[src/rtl/n64_ctrl_sniffer_multi_pkg.sv]
// Shared joybus definitions for the multi-port controller sniffer.
// Holds the command codes, frame lengths, payload widths and the receiver
// FSM state encoding used by the top and by the per-channel receiver.
package n64_ctrl_sniffer_multi_pkg;

  localparam logic [7:0] CMD_POLL  = 8'h01;
  localparam logic [7:0] CMD_INFO  = 8'h00;
  localparam logic [7:0] CMD_RESET = 8'hFF;

  localparam int unsigned CMD_BITS  = 8;
  localparam int unsigned POLL_BITS = 32;
  localparam int unsigned INFO_BITS = 24;

  localparam int unsigned POLL_W  = 32;
  localparam int unsigned INFO_W  = 24;
  localparam int unsigned OVR_W   = 8;
  localparam int unsigned COMBO_W = 16;
  localparam int unsigned BITC_W  = 6;

  typedef enum logic [1:0] {
    ST_IDLE = 2'd0,
    ST_CMD  = 2'd1,
    ST_POLL = 2'd2,
    ST_INFO = 2'd3
  } rx_state_e;

  // Info and reset commands both answer with the 24-bit info word.
  function automatic logic is_info_cmd(input logic [7:0] cmd);
    return (cmd == CMD_INFO) || (cmd == CMD_RESET);
  endfunction

endpackage

[src/rtl/n64_ctrl_sniffer_multi_if.sv]
// Bundle of the sniffer's line, handshake and result signals.
//   ctrl_i      raw joybus lines, one per port (asynchronous)
//   ack_tgl_i   per-channel acknowledge toggle (clk domain)
//   igr_en_i    in-game-reset enable (clk domain)
//   igr_combo_i button pattern compared against poll word [15:0]
//   data_o      last poll word per channel, channel n at [32n+31:32n]
//   info_o      last info word per channel, channel n at [24n+23:24n]
//   valid_o     poll data pending per channel
//   overrun_o   saturating overwrite count per channel, 8 bits each
//   igr_req_o   one-cycle in-game-reset request per channel
// master: the side that drives the lines and consumes results; slave: the sniffer.
interface n64_ctrl_sniffer_multi_if #(
  parameter int unsigned NUM_CH = 4
);
  import n64_ctrl_sniffer_multi_pkg::*;

  logic [NUM_CH-1:0]        ctrl_i;
  logic [NUM_CH-1:0]        ack_tgl_i;
  logic                     igr_en_i;
  logic [COMBO_W-1:0]       igr_combo_i;
  logic [POLL_W*NUM_CH-1:0] data_o;
  logic [INFO_W*NUM_CH-1:0] info_o;
  logic [NUM_CH-1:0]        valid_o;
  logic [OVR_W*NUM_CH-1:0]  overrun_o;
  logic [NUM_CH-1:0]        igr_req_o;

  modport master (
    output ctrl_i, ack_tgl_i, igr_en_i, igr_combo_i,
    input  data_o, info_o, valid_o, overrun_o, igr_req_o
  );

  modport slave (
    input  ctrl_i, ack_tgl_i, igr_en_i, igr_combo_i,
    output data_o, info_o, valid_o, overrun_o, igr_req_o
  );

endinterface

[src/rtl/n64_ctrl_sniffer_multi_rx_ch.sv]
// One joybus channel receiver: synchroniser, edge history, bit-timing
// counter, pulse-width bit decode and command/response FSM.
//   clk, reset    controller clock, async active-high reset
//   ctrl_i        raw joybus line
//   poll_stb_o    one-cycle strobe, poll_word_o holds a new poll response
//   poll_word_o   captured 32-bit poll response (first bit in bit 0)
//   info_stb_o    one-cycle strobe, info_word_o holds a new info response
//   info_word_o   captured 24-bit info response (first bit in bit 0)
module n64_ctrl_sniffer_multi_rx_ch
  import n64_ctrl_sniffer_multi_pkg::*;
#(
  parameter int unsigned CNT_W    = 8,
  parameter int unsigned MIN_IDLE = 255
) (
  input  logic              clk,
  input  logic              reset,
  input  logic              ctrl_i,
  output logic              poll_stb_o,
  output logic [POLL_W-1:0] poll_word_o,
  output logic              info_stb_o,
  output logic [INFO_W-1:0] info_word_o
);

  logic [1:0]        sync_q;
  logic              hist_q;
  logic [CNT_W-1:0]  cnt_q;
  logic [CNT_W-1:0]  low_cnt_q;
  rx_state_e         state_q;
  logic [POLL_W-1:0] sh_q;
  logic [BITC_W-1:0] bit_cnt_q;
  logic              first_q;

  logic              neg_c;
  logic              pos_c;
  logic              sat_c;
  logic              bit_c;
  logic [7:0]        cmd_c;
  logic [POLL_W-1:0] poll_c;
  logic [INFO_W-1:0] info_c;

  // Edges seen between the synchroniser output and the history flop.
  assign neg_c  = hist_q & ~sync_q[1];
  assign pos_c  = ~hist_q & sync_q[1];
  assign sat_c  = &cnt_q;
  // Short low / long high is a 1; equal widths decode as 0.
  assign bit_c  = (low_cnt_q < cnt_q);
  assign cmd_c  = {sh_q[6:0], bit_c};
  assign poll_c = {bit_c, sh_q[POLL_W-1:1]};
  assign info_c = {bit_c, sh_q[INFO_W-1:1]};

  // Line tracking, timing and frame FSM.
  always_ff @(posedge clk or posedge reset) begin
    if (reset) begin
      sync_q      <= '1;
      hist_q      <= 1'b1;
      cnt_q       <= '0;
      low_cnt_q   <= '0;
      state_q     <= ST_IDLE;
      sh_q        <= '0;
      bit_cnt_q   <= '0;
      first_q     <= 1'b0;
      poll_stb_o  <= 1'b0;
      poll_word_o <= '0;
      info_stb_o  <= 1'b0;
      info_word_o <= '0;
    end else begin
      poll_stb_o <= 1'b0;
      info_stb_o <= 1'b0;
      sync_q     <= {sync_q[0], ctrl_i};
      hist_q     <= sync_q[1];

      if (neg_c || pos_c) begin
        cnt_q <= '0;
      end else if (!sat_c) begin
        cnt_q <= cnt_q + CNT_W'(1);
      end

      if (pos_c) begin
        low_cnt_q <= cnt_q;
      end

      // The first negedge of every frame only opens bit 0; each later
      // negedge closes the previous bit, so decoding lags by one edge.
      case (state_q)
        ST_IDLE: begin
          if (neg_c && (cnt_q >= CNT_W'(MIN_IDLE))) begin
            state_q   <= ST_CMD;
            bit_cnt_q <= '0;
          end
        end
        ST_CMD: begin
          if (sat_c) begin
            state_q <= ST_IDLE;
          end else if (neg_c) begin
            sh_q <= {sh_q[POLL_W-2:0], bit_c};
            if (bit_cnt_q == BITC_W'(CMD_BITS - 1)) begin
              bit_cnt_q <= '0;
              first_q   <= 1'b1;
              if (cmd_c == CMD_POLL) begin
                state_q <= ST_POLL;
              end else if (is_info_cmd(cmd_c)) begin
                state_q <= ST_INFO;
              end else begin
                state_q <= ST_IDLE;
              end
            end else begin
              bit_cnt_q <= bit_cnt_q + BITC_W'(1);
            end
          end
        end
        ST_POLL: begin
          if (sat_c) begin
            state_q <= ST_IDLE;
          end else if (neg_c) begin
            if (first_q) begin
              first_q <= 1'b0;
            end else begin
              sh_q <= poll_c;
              if (bit_cnt_q == BITC_W'(POLL_BITS - 1)) begin
                poll_word_o <= poll_c;
                poll_stb_o  <= 1'b1;
                state_q     <= ST_IDLE;
              end else begin
                bit_cnt_q <= bit_cnt_q + BITC_W'(1);
              end
            end
          end
        end
        ST_INFO: begin
          if (sat_c) begin
            state_q <= ST_IDLE;
          end else if (neg_c) begin
            if (first_q) begin
              first_q <= 1'b0;
            end else begin
              sh_q[INFO_W-1:0] <= info_c;
              if (bit_cnt_q == BITC_W'(INFO_BITS - 1)) begin
                info_word_o <= info_c;
                info_stb_o  <= 1'b1;
                state_q     <= ST_IDLE;
              end else begin
                bit_cnt_q <= bit_cnt_q + BITC_W'(1);
              end
            end
          end
        end
        default: state_q <= ST_IDLE;
      endcase
    end
  end

endmodule

[src/rtl/n64_ctrl_sniffer_multi.sv]
// Multi-port N64 controller sniffer. Decodes NUM_CH joybus lines in
// parallel and presents poll/info responses with a per-channel
// valid / toggle-acknowledge handshake and overrun counter.
//   clk    controller sampling clock
//   reset  asynchronous reset, active high
//   bus    n64_ctrl_sniffer_multi_if.slave: lines, ack toggles, IGR
//          controls in; data/info/valid/overrun/igr_req out
// Optional feature: define N64_CTRL_IGR_EN to build the in-game-reset
// combo detector; otherwise igr_req_o is constant 0.
module n64_ctrl_sniffer_multi
  import n64_ctrl_sniffer_multi_pkg::*;
#(
  parameter int unsigned NUM_CH   = 4,
  parameter int unsigned CNT_W    = 8,
  parameter int unsigned MIN_IDLE = 32'hFF
) (
  input  logic                           clk,
  input  logic                           reset,
  n64_ctrl_sniffer_multi_if.slave        bus
);

  logic              poll_stb  [NUM_CH];
  logic [POLL_W-1:0] poll_word [NUM_CH];
  logic              info_stb  [NUM_CH];
  logic [INFO_W-1:0] info_word [NUM_CH];

  logic [POLL_W-1:0] data_q    [NUM_CH];
  logic [INFO_W-1:0] info_q    [NUM_CH];
  logic [OVR_W-1:0]  ovr_q     [NUM_CH];
  logic [NUM_CH-1:0] valid_q;
  logic [NUM_CH-1:0] ack_q;
  logic [NUM_CH-1:0] ack_c;

  for (genvar n = 0; n < NUM_CH; n++) begin : g_ch
    n64_ctrl_sniffer_multi_rx_ch #(
      .CNT_W    (CNT_W),
      .MIN_IDLE (MIN_IDLE)
    ) u_rx (
      .clk         (clk),
      .reset       (reset),
      .ctrl_i      (bus.ctrl_i[n]),
      .poll_stb_o  (poll_stb[n]),
      .poll_word_o (poll_word[n]),
      .info_stb_o  (info_stb[n]),
      .info_word_o (info_word[n])
    );
  end

  assign ack_c = bus.ack_tgl_i ^ ack_q;

  // Handshake: a commit beats a same-cycle ack and is then not an overrun.
  always_ff @(posedge clk or posedge reset) begin
    if (reset) begin
      valid_q <= '0;
      ack_q   <= '0;
      for (int n = 0; n < NUM_CH; n++) begin
        data_q[n] <= '0;
        info_q[n] <= '0;
        ovr_q[n]  <= '0;
      end
    end else begin
      ack_q <= bus.ack_tgl_i;
      for (int n = 0; n < NUM_CH; n++) begin
        if (info_stb[n]) begin
          info_q[n] <= info_word[n];
        end
        if (poll_stb[n]) begin
          data_q[n]  <= poll_word[n];
          valid_q[n] <= 1'b1;
          if (valid_q[n] && !ack_c[n] && (ovr_q[n] != '1)) begin
            ovr_q[n] <= ovr_q[n] + OVR_W'(1);
          end
        end else if (ack_c[n]) begin
          valid_q[n] <= 1'b0;
        end
      end
    end
  end

  // Pack per-channel registers onto the flat output buses.
  always_comb begin
    bus.data_o    = '0;
    bus.info_o    = '0;
    bus.overrun_o = '0;
    for (int n = 0; n < NUM_CH; n++) begin
      bus.data_o[POLL_W*n +: POLL_W]  = data_q[n];
      bus.info_o[INFO_W*n +: INFO_W]  = info_q[n];
      bus.overrun_o[OVR_W*n +: OVR_W] = ovr_q[n];
    end
  end

  assign bus.valid_o = valid_q;

`ifdef N64_CTRL_IGR_EN
  logic [NUM_CH-1:0] igr_q;
  logic [NUM_CH-1:0] prev_match_q;
  logic [NUM_CH-1:0] match_c;

  always_comb begin
    match_c = '0;
    for (int n = 0; n < NUM_CH; n++) begin
      match_c[n] = (poll_word[n][COMBO_W-1:0] == bus.igr_combo_i);
    end
  end

  // Pulse only on the first matching word, so a held combo fires once.
  always_ff @(posedge clk or posedge reset) begin
    if (reset) begin
      igr_q        <= '0;
      prev_match_q <= '0;
    end else begin
      igr_q <= '0;
      for (int n = 0; n < NUM_CH; n++) begin
        if (poll_stb[n]) begin
          prev_match_q[n] <= match_c[n];
          igr_q[n]        <= bus.igr_en_i & match_c[n] & ~prev_match_q[n];
        end
      end
    end
  end

  assign bus.igr_req_o = igr_q;
`else
  logic unused_igr;
  assign unused_igr    = ^{bus.igr_en_i, bus.igr_combo_i};
  assign bus.igr_req_o = '0;
`endif

endmodule
[src/flat_wrapper.sv]
// flat-port wrapper written by rule: the top's interface ports become plain ports
module n64_ctrl_sniffer_multi_flat import n64_ctrl_sniffer_multi_pkg::*;
#(
  parameter int unsigned NUM_CH   = 4,
  parameter int unsigned CNT_W    = 8,
  parameter int unsigned MIN_IDLE = 32'hFF
)
  (clk, reset, bus_ctrl_i, bus_ack_tgl_i, bus_igr_en_i, bus_igr_combo_i, bus_data_o, bus_info_o, bus_valid_o, bus_overrun_o, bus_igr_req_o);
  n64_ctrl_sniffer_multi_if #(.NUM_CH(NUM_CH)) bus_i ();
  input  logic clk;
  input  logic reset;
  input wire logic [$bits(bus_i.ctrl_i)-1:0] bus_ctrl_i;
  input wire logic [$bits(bus_i.ack_tgl_i)-1:0] bus_ack_tgl_i;
  input wire logic [$bits(bus_i.igr_en_i)-1:0] bus_igr_en_i;
  input wire logic [$bits(bus_i.igr_combo_i)-1:0] bus_igr_combo_i;
  output wire logic [$bits(bus_i.data_o)-1:0] bus_data_o;
  output wire logic [$bits(bus_i.info_o)-1:0] bus_info_o;
  output wire logic [$bits(bus_i.valid_o)-1:0] bus_valid_o;
  output wire logic [$bits(bus_i.overrun_o)-1:0] bus_overrun_o;
  output wire logic [$bits(bus_i.igr_req_o)-1:0] bus_igr_req_o;
  assign bus_i.ctrl_i = bus_ctrl_i;
  assign bus_i.ack_tgl_i = bus_ack_tgl_i;
  assign bus_i.igr_en_i = bus_igr_en_i;
  assign bus_i.igr_combo_i = bus_igr_combo_i;
  assign bus_data_o = bus_i.data_o;
  assign bus_info_o = bus_i.info_o;
  assign bus_valid_o = bus_i.valid_o;
  assign bus_overrun_o = bus_i.overrun_o;
  assign bus_igr_req_o = bus_i.igr_req_o;
  n64_ctrl_sniffer_multi #(.NUM_CH(NUM_CH), .CNT_W(CNT_W), .MIN_IDLE(MIN_IDLE)) u_core (.clk(clk), .reset(reset), .bus(bus_i));
endmodule
[config.mk]
export PLATFORM = sky130hd
export DESIGN_NAME = n64_ctrl_sniffer_multi_flat
export DESIGN_NICKNAME = d
export VERILOG_FILES = /design/src/rtl/n64_ctrl_sniffer_multi_pkg.sv /design/src/rtl/n64_ctrl_sniffer_multi_if.sv /design/src/rtl/n64_ctrl_sniffer_multi_rx_ch.sv /design/src/rtl/n64_ctrl_sniffer_multi.sv /design/src/flat_wrapper.sv
export SDC_FILE = /design/constraint.sdc
export NUM_CORES = 2
export LEC_CHECK = 0
export BUFFER_PORTS_ARGS = -buffer_cell sky130_fd_sc_hd__buf_4
export CORE_ASPECT_RATIO = 1.4
export CORE_MARGIN = 1
export CORE_UTILIZATION = 25
export CTS_CLUSTER_SIZE = 8
export DETAILED_ROUTE_END_ITERATION = 6
export PLACE_DENSITY = 0.4
export SETUP_SLACK_MARGIN = 0.3
export SYNTH_ARGS = -nofsm -noshare
export SYNTH_HDL_FRONTEND = slang
export SYNTH_HIERARCHICAL = 1
export SYNTH_SLANG_ARGS = --single-unit
[constraint.sdc]
create_clock -name clk -period 9.88 [get_ports clk]
set_clock_uncertainty 0.15 [all_clocks]
set_input_delay 1.976 -clock clk [delete_from_list [all_inputs] [get_ports clk]]
set_output_delay 1.976 -clock clk [all_outputs]
set_load 0.05 [all_outputs]
==> impl_metrics.ini <==
[hold_path]
holdPathEnd = u_core/g_ch[2].u_rx/sync_q[1]
hp-class = flip-flop to flip-flop
hp-start = u_core/g_ch[2].u_rx/sync_q[0]
hold_depth = 0

[run]
maxCapViolCount = 0

[detailed_routing]
dr.pass1.iters = 7
wl_per_cell_um = 17.51
drc = 16
final_antenna_net_count = 0
totalWireLength_um = 77630
initialDrtViolationCount = 910
vias = 19940
avgViaCountPerCell = 4.496

[floorplan]
die_h_um = 421.9
die_x_um = 301.9
rows = 153
core-area_um2 = 124600
ios = 291
start_util_pct = 25.26
die_area_um2 = 127400

[clock_network]
htreeDepth = 3
postCtsHoldBufs = 0
clock_sinks = 736
post-cts-setup-buffer-count = 0
clk_pin_slew_ns = 0.05
clockBufferDepth = 3
cts_tree = yes
cts-resized-gates = 0
clockRootBuffer = clkbuf_16
cts_made_buffers = 103
clk_latency_ns = 0.68

[critical_path]
r2r_start = u_core/g_ch[1].u_rx/state_q[1]
cp_slowest_cell = nor4_4
worstSetupEndpointType = flip-flop
crit_path_cell_trace = nand2b_1 > nor4_4 > buf_4 > mux2_2
startpoint = u_core/g_ch[1].u_rx/state_q[1]
ff2ff_setup_slack_ns = 6.08
r2r.worst_path.cells = 4
path_buf_inv = 1
cp_max_fo = 38
required_ns = 10.28
critPathArrivalTime_ns = 4.20
cp_top_family = simple AND/OR/NAND/NOR gates
critical_path_class = flip-flop to flip-flop
r2r-end = u_core/g_ch[1].u_rx/poll_word_o[15]
cp_slowest_stage_delay_ns = 1.08
startpoint_type = flip-flop

[logic_synthesis]
yosysWarnings = 6
postSynth.asyncResetShare_pct = 100.0
yosys_most_used_dff = dfrtp_1
ys_types = 90
synth_area_leader_cell = dfrtp_1
synth_cells = 2460
netlist_top_cells_area = dfrtp_1 58%, mux2_2 15%, mux2i_1 3.8%, nand2_1 3.1%, o21ai_0 2.2%
synth_seq_area_share_pct = 58.55
avgSynthCellArea_um2 = 12.80
ys_ff_latch = 736
netlist.area_leader.share_pct = 57.55
synth_edf_count = 0
syn_area_um2 = 31480

[timing]
rsz0062_at_grt = no
relSlewSlack_pct = 22.78
finalSetupViolations = 0
hold_viol_final = 0
worst_slack_ns = 6.079
min_period_over_period_pct = 38.47
fmax_mhz = 263.1
drv_slew = 0
period_minus_slack_ns = 3.801
totalNegativeSetupSlack_ns = 0
tightest_slew_ns = 1.150

[pwr]
ir_worst_vdd_uv = 109.8
powerDensity_nw_per_um2 = 172.4
power.leakage_uw = 0.01828

[status]
violations = DRC
status = finished with violations

[place]
port_buffers = 269
gp_congestion = 0.7640
pre_cts_ws_ns = 5.844
dp_hpwl_um = 51400

[global_routing]
grt_overflow = 0
antenna_found_initial = 1
track_usage_pct = 12.41
grt_pass1_vias = 21530
grt_pass1_wl_um = 125900
grt_start_max_net_pins = 142

[layout]
area_growth_pct = 21.14
nNetsFinal = 2815
n_antenna_cell = 0
drive_gt1_share_pct = 32.10
==> how the worst max path moves through the flow <==
stage	end	slack, ns	cells past startpoint
4_1_cts	u_core/g_ch[1].u_rx/poll_word_o[26]	5.98	4
6_report	u_core/g_ch[1].u_rx/poll_word_o[15]	6.08	4
3_3_place_gp	u_core/bus.info_o[89]	5.93	3
2_1_floorplan	u_core/ack_q[0]	0.49	1
5_1_grt	u_core/g_ch[1].u_rx/poll_word_o[15]	5.80	4
3_5_place_dp	u_core/bus.data_o[114]	5.84	3
==> area by class of cell <==
| class | instances | area [µm²] |
|---|---|---|
| multi-input cells | 1540 | 12240 |
| fillers | 12600 | 86490 |
| inverters | 66 | 265.3 |
| repair buffers | 293 | 2212 |
| clock inverters | 7 | 116.4 |
| clock buffers | 165 | 2830 |
| well taps | 1627 | 2036 |
| flip-flops and latches | 736 | 18440 |
==> power breakdown <==
group | internal (µW) | leakage, µW | switching [µW]
registers | 3040 | 0.0102 | 20.1
clock network | 1960 | 0.00141 | 1330
logic | 68.4 | 0.00669 | 146
total | 5080 | 0.0183 | 1500
==> state kept, by name, summed over array words and instances (netlist names), 8 cells and up <==
register	cells
u_core/bus.info_o	96
u_core/bus.data_o	128
u_core/g_ch.u_rx/bit_cnt_q	24
u_core/g_ch.u_rx/low_cnt_q	32
u_core/g_ch.u_rx/info_word_o	96
u_core/bus.overrun_o	32
u_core/g_ch.u_rx/cnt_q	32
u_core/g_ch.u_rx/state_q	8
u_core/g_ch.u_rx/poll_word_o	128
u_core/g_ch.u_rx/sh_q	128
u_core/g_ch.u_rx/sync_q	8
==> placed cells by master (no fill, tap or decap), drive strengths merged, types with 7 or more instances in the layout <==
cell    Yosys  layout
a211oi      7       7
a21boi     10      10
a21o        8       8
a21oi      42      42
a31oi      33      33
and2       14      14
and3       21      21
and4        9       9
buf        89     293
clkbuf     32     165
dfrtp     724     724
dfstp      12      12
ha         48      48
inv        66      72
mux2      464     464
mux2i     121     121
nand2     259     259
nand2b     21      21
nand3      41      41
nand4      25      25
nor2       60      60
nor2b      14      14
nor3       23      23
nor4       15      15
o21ai     149     149
o22ai       7       7
o31ai      14      14
or2        11      11
or3        11      11
xnor2      16      16
==> synthesized netlist by cell type (5+ instances only) <==
cell,instances
dfrtp_1,724
mux2_2,428
nand2_1,258
o21ai_0,141
mux2i_1,121
inv_1,66
buf_2,60
nor2_1,60
ha_1,48
a21oi_1,42
nand3_1,38
a31oi_1,33
clkbuf_1,32
mux2_1,32
nand4_1,23
nor3_1,22
nand2b_1,21
and3_1,19
buf_4,16
and2_1,14
o31ai_1,14
nor2b_1,13
xnor2_1,13
dfstp_2,12
nor4_1,10
a21boi_0,9
o21ai_1,8
or3_1,8
a211oi_1,7
a21o_1,7
buf_6,7
o22ai_1,7
a211o_1,6
a22o_1,6
a41oi_1,6
and4_1,6
buf_1,6
o21a_1,6
or2_1,6
or4_1,6
nor3b_1,5
o211ai_1,5
o41ai_1,5
xor2_1,5
==> metal layers <==
layer	track usage, %	vias to the layer above	part of all wire, %
met3	3.320	127	5.8
li1	-	9319	-
met5	0	-	0.017
met1	14.95	10120	42
met2	21.19	367	50
met4	4.133	2	2.3
==> worst register-to-register path, delay by kind of cell (launching register included) <==
family                 cells  cell delay [ns]
AND/OR/NAND/NOR            2             1.69
flip-flops                 1             1.02
buffers and inverters      1             0.43
multiplexers               1             0.38
==> cell families after synthesis <==
kind of cell,share of synthesized area [%]
buf+inv,2.826
flops,58.55
xor+xnor,0.6558
fa+ha+maj,1.908
other cells,0.01191
mux,20.49
compound gates,6.709
simple gates,8.847
==> metrics by stage <==
| step | power, µW | util [%] | instances | cell area, µm² | hold WS, ns |
|---|---|---|---|---|---|
| 5_1_grt | 6896 | 30.60 | 4434 | 38140 | 0.2109 |
| 4_1_cts | 6757 | 30.60 | 4434 | 38140 | 0.2004 |
| 2_1_floorplan | 3257 | - | 2463 | 31490 | 0.1952 |
| 3_3_place_gp | 3333 | 28.24 | 4262 | 35190 | 0.1996 |
| 3_5_place_dp | 3341 | 28.24 | 4262 | 35190 | 0.1968 |
| 6_report | 6574 | 30.60 | 4434 | 38140 | 0.2008 |
Power figures use the tool's default switching activity.
